==> config.mk <==
export PLATFORM = sky130hd
export DESIGN_NAME = countdown_ctrl
export DESIGN_NICKNAME = d
export VERILOG_FILES = /design/src/rtl/countdown_pkg.sv /design/src/rtl/tick_prescaler.sv /design/src/rtl/countdown_ctrl.sv
export SDC_FILE = /design/constraint.sdc
export NUM_CORES = 1
export LEC_CHECK = 0
export CAP_MARGIN = 20
export CORE_UTILIZATION = 54
export CTS_CLUSTER_SIZE = 24
export DETAILED_ROUTE_END_ITERATION = 10
export GPL_TIMING_DRIVEN = 0
export PLACE_DENSITY = 0.86
export SLEW_MARGIN = 20
export SYNTH_ARGS = -nofsm -noshare
export SYNTH_HDL_FRONTEND = slang
export SYNTH_HIERARCHICAL = 1
export SYNTH_SLANG_ARGS = --single-unit
==> constraint.sdc <==
create_clock -name clk -period 4.3 [get_ports clk]
set_input_delay 0.43 -clock clk [delete_from_list [all_inputs] [get_ports clk]]
set_output_delay 0.43 -clock clk [all_outputs]
set_load 0.02 [all_outputs]
==> src/rtl/countdown_pkg.sv <==
// ----------------------------------------------------------------------------
// countdown_pkg : shared types for the countdown controller   (rev 1.0)
// ----------------------------------------------------------------------------
`default_nettype none

package countdown_pkg;

  localparam int CD_WIDTH = 4;

  typedef enum logic [1:0] {
    IDLE  = 2'd0,
    RUN   = 2'd1,
    PAUSE = 2'd2,
    DONE  = 2'd3
  } cd_state_t;

  // RUN and PAUSE are the only states in which the prescaler keeps its phase.
  function automatic logic is_active(input cd_state_t s);
    return (s == RUN) || (s == PAUSE);
  endfunction

endpackage

`default_nettype wire

==> src/rtl/tick_prescaler.sv <==
// ----------------------------------------------------------------------------
// tick_prescaler : divides enabled clk cycles into one-cycle count ticks (rev 1.0)
// ----------------------------------------------------------------------------
`default_nettype none

module tick_prescaler #(
  parameter int PRESCALE = 4
) (
  input  logic clk,
  input  logic reset,
  input  logic en,
  input  logic clr,
  output logic tick
);

  localparam int            PW   = (PRESCALE > 1) ? $clog2(PRESCALE) : 1;
  localparam logic [PW-1:0] LAST = PW'(PRESCALE - 1);

  logic [PW-1:0] r_phase;

  // With PRESCALE==1, LAST is 0 and the phase never leaves 0.
  always_ff @(posedge clk) begin
    if (reset || clr) begin
      r_phase <= '0;
    end else if (en) begin
      r_phase <= (r_phase == LAST) ? '0 : r_phase + PW'(1);
    end
  end

  assign tick = en && (r_phase == LAST);

endmodule

`default_nettype wire

==> src/rtl/countdown_ctrl.sv <==
// ----------------------------------------------------------------------------
// countdown_ctrl : prescaled down-counter with start/pause/load/auto-reload (rev 1.0)
// ----------------------------------------------------------------------------
`default_nettype none

module countdown_ctrl
  import countdown_pkg::*;
#(
  parameter int               WIDTH       = CD_WIDTH,
  parameter int               PRESCALE    = 4,
  parameter logic [WIDTH-1:0] START_VALUE = {WIDTH{1'b1}},
  parameter int               AUTO_RELOAD = 0
) (
  input  logic             clk,
  input  logic             reset,
  input  logic             start,
  input  logic             pause,
  input  logic             load,
  input  logic [WIDTH-1:0] load_value,
  output logic [WIDTH-1:0] count,
  output logic             running,
  output logic             zero,
  output logic             done
);

  cd_state_t        r_state;
  logic [WIDTH-1:0] r_count;
  logic [WIDTH-1:0] r_reload;
  logic             r_running;
  logic             r_done;

  logic w_en;
  logic w_clr;
  logic w_tick;

  assign w_en  = (r_state == RUN) && !pause;
  assign w_clr = load || !is_active(r_state);

  tick_prescaler #(
    .PRESCALE (PRESCALE)
  ) u_prescaler (
    .clk   (clk),
    .reset (reset),
    .en    (w_en),
    .clr   (w_clr),
    .tick  (w_tick)
  );

  always_ff @(posedge clk) begin
    if (reset) begin
      r_state   <= IDLE;
      r_count   <= START_VALUE;
      r_reload  <= START_VALUE;
      r_running <= 1'b0;
      r_done    <= 1'b0;
    end else begin
      r_done <= 1'b0;
      if (load) begin
        r_count   <= load_value;
        r_reload  <= load_value;
        r_state   <= IDLE;
        r_running <= 1'b0;
      end else begin
        case (r_state)
          IDLE: begin
            if (start) begin
              if (r_count != '0) begin
                r_state   <= RUN;
                r_running <= 1'b1;
              end else begin
                r_state <= DONE;
                r_done  <= 1'b1;
              end
            end
          end

          RUN: begin
            if (pause) begin
              r_state   <= PAUSE;
              r_running <= 1'b0;
            end else if (w_tick) begin
              // Treat 0 like 1 so the count can never wrap below zero.
              if (r_count <= WIDTH'(1)) begin
                r_count   <= '0;
                r_state   <= DONE;
                r_running <= 1'b0;
                r_done    <= 1'b1;
              end else begin
                r_count <= r_count - WIDTH'(1);
              end
            end
          end

          PAUSE: begin
            if (!pause) begin
              r_state   <= RUN;
              r_running <= 1'b1;
            end
          end

          DONE: begin
            r_count <= '0;
            if (AUTO_RELOAD != 0) begin
              if (r_reload != '0) begin
                r_count   <= r_reload;
                r_state   <= RUN;
                r_running <= 1'b1;
              end else begin
                r_done <= !r_done;
              end
            end else if (start && (r_reload != '0)) begin
              r_count   <= r_reload;
              r_state   <= RUN;
              r_running <= 1'b1;
            end
          end

          default: begin
            r_state   <= IDLE;
            r_running <= 1'b0;
          end
        endcase
      end
    end
  end

  assign count   = r_count;
  assign running = r_running;
  assign zero    = (r_count == '0);
  assign done    = r_done;

endmodule

`default_nettype wire

==> flow_summary_export.csv <==
group,metric,value,unit
timing,finalSetupTns,0,ns
synth,netlist_area,891,um2
timing,fin_crit,2.42,ns
clocking,cts_setup_buffers,0,
worst_setup_path,crit_path_end,"zero",
timing,worst_slew_pin_slew,0.489,ns
synth,ys_seq_area_share,31.5,%
layout,nets,135,
worst_setup_path,cp.required,3.87,ns
clocking,cts.sinks,14,
worst_setup_path,reg2regPathDepth,8,
synth,ys_seq_elements,14,
clocking,clkSlewWorstSetupHoldPaths,0.09,ns
place,place_congestion,0.809,
synth,synth_top_area_cell,"dfxtp_1",
worst_hold_path,min_from,"r_reload[0]",
timing,post-route-period-util,56.4,%
clocking,clock_latency,0.29,ns
pwr,comb_power_share,20.8,%
clocking,cts_hold_buffers,0,
worst_setup_path,cp-end-kind,"output port",
run,drv_cap,0,
routing,wl_per_cell,14.3,um
worst_setup_path,cp.arrival,1.99,ns
die,die_y,42.6,um
synth,synth_cell_types,38,
worst_setup_path,startpoint,"count[0]",
timing,rsz0062_at_grt,"false",
layout,diodes,0,
layout,design_area,1090,um2
synth,netlist_top_cells_count,"dfxtp_1, ha_1, inv_1",
pwr,clockPowerShare,31.5,%
global_route,grt_max_degree,11,
timing,fmax,0.412,GHz
layout,syn_to_final_growth,22.1,%
status,status,"finished clean",
routing,drt_iter0_drc,11,
worst_setup_path,cp_slowest_stage_delay,0.69,ns
worst_setup_path,r2r_slack,2.06,ns
clocking,cts_resized,0,
global_route,grt_pass1_vias,711,
worst_setup_path,rr_endpoint,"r_state[1]",
die,row_count,14,
worst_setup_path,crit_chain,"inv_1 > ha_1 > nor3b_1 > clkdlybuf4s50_1",
worst_setup_path,path_class,"reg2out",
synth,ys_async_sr_fraction,0,%
pwr,p_sw,85.6,uW
synth,synth_warnings,6,
global_route,grt_overflow,0,
synth,synth_edf_count,0,
die,ioPinCount,16,
worst_setup_path,rr_startpoint,"r_state[1]",
pwr,internal_power,220,uW
routing,via_per_inst,6.16,
global_route,antenna_found_initial,0,
timing,relSlewSlack,67.1,%
place,place_inst,128,
pwr,power_switching_share,28.0,%
pwr,powerDensity,281,nW/um2
worst_setup_path,path_max_fanout,6,
timing,maxSlewViolCount,0,
timing,hold_viol,0,
pwr,p_seq_share,47.7,%
synth,synth_top_area_share,31.5,%
worst_setup_path,startpoint_type,"flip-flop",
die,core,1520,um2
routing,num_vias,813,
place,port_buffers,14,
routing,drt-total-wl,1.88,mm
die,die_area,1820,um2
die,initial_core_util,58.5,%
clocking,cts_buffers,3,
synth,synth_cells,98,
routing,firstDrtPassIters,4,
clocking,cts_root_buf,"clkbuf_4",
layout,final_cells,132,
timing,timing.hold.ws,0.478,ns
pwr,power.leakage,0.000452,uW
place,dp_hpwl,1.46,mm
clocking,tritoncts,"built",
worst_hold_path,hold_class,"reg2reg",
clocking,h-tree-depth,1,
synth,syn-num-nets,116,
worst_setup_path,critPathSlowestCell,"clkdlybuf4s50_1",
clocking,clockBufferDepth,2,
pwr,ir_drop,0.000186,V
synth,syn_area_per_cell,9.09,um2
global_route,track_usage,23.1,%
layout,post_route_cells_drive_above_1_share,11.2,%
layout,utilization,71.3,%
routing,ant_nets,0,
synth,post-synth-top-count-cell,"dfxtp_1",
timing,final-setup-viol-count,0,
place,dpl_cell_area,1050,um2
routing,drc,0,
global_route,grt_pass1_wl,3.15,mm
die,die_width,42.6,um
synth,ys.flop_type,"dfxtp_1",
synth,synthTopCellsByArea,"dfxtp_1, ha_1, o211a_1",
timing,fin_worst_skew,0.00375,ns
-- stage by stage --
stage / total power (uW) / setup slack [ns]
2_1_floorplan: 187 / 2.40
5_1_grt: 320 / 1.79
3_5_place_dp: 212 / 1.85
3_3_place_gp: 209 / 1.94
4_1_cts: 307 / 1.85
6_report: 306 / 1.88
-- cell type report --
class	count	area (um2)
buffer	3	11.3
fill	127	437
tap	16	20.0
inverter	8	30.0
sequential	14	280
timing repair buffer	14	140
multi-input combinational	73	569
clock buffer	4	36.3
-- layout by cell type (no fill, tap or decap), drive strengths merged, types with 3 or more instances in the layout --
| cell | count |
|---|---|
| nand2b | 4 |
| nand2 | 3 |
| clkdlybuf4s50 | 14 |
| clkbuf | 6 |
| o211a | 3 |
| ha | 9 |
| o21bai | 3 |
| a221o | 3 |
| inv | 8 |
| nor3 | 6 |
| dfxtp | 14 |
| a22oi | 3 |
| a21oi | 4 |
| o21ai | 6 |
| nor2 | 5 |
-- critical path: cells and delay by family (launching register included) --
family	cells	cell delay, ns
buf+inv	2	0.79
fa+ha+maj	1	0.15
flops	1	0.37
simple gates	1	0.40
-- registers in the layout, indices dropped and copies added (netlist names) --
register	cells
count	4
done	1
r_reload	4
r_state	2
running	1
u_prescaler/r_phase	2
-- worst min-delay path by stage --
stage	end	slack [ns]	cells after the start
floorplan	r_reload[0]	0.44	2
global placement	r_reload[0]	0.46	2
detailed placement	r_reload[0]	0.47	2
CTS	r_reload[0]	0.49	2
global route	r_reload[1]	0.51	2
finish	r_reload[0]	0.48	2
-- kinds of logic after synthesis --
| group | count (synthesis) | share of synthesized area [%] |
|---|---|---|
| adder cells (fa/ha/maj) | 9 | 12.6 |
| multiplexers | 2 | 2.25 |
| AND/OR/NAND/NOR | 31 | 22.2 |
| flip-flops | 14 | 31.5 |
| buffers and inverters | 11 | 4.63 |
| AO/OA/AOI/OAI | 31 | 26.8 |
-- metal layers --
metal / global-route usage [%] / routed length (um) / vias up
li1: - / - / 403
met4: 13.1 / 53 / 0
met5: 0 / 0 / -
met1: 29.3 / 853 / 378
met3: 3.02 / 67 / 7
met2: 37.2 / 910 / 25
-- power by group through the flow --
stage | Sequential, uW | Combinational [uW] | Clock, uW
floorplan | 151 | 36.2 | 0
global placement | 148 | 60.5 | 0
detailed placement | 149 | 62.7 | 0
CTS | 146 | 63.5 | 97.3
global route | 147 | 69.5 | 103
finish | 146 | 63.6 | 96.3
Power figures use the tool's default switching activity.
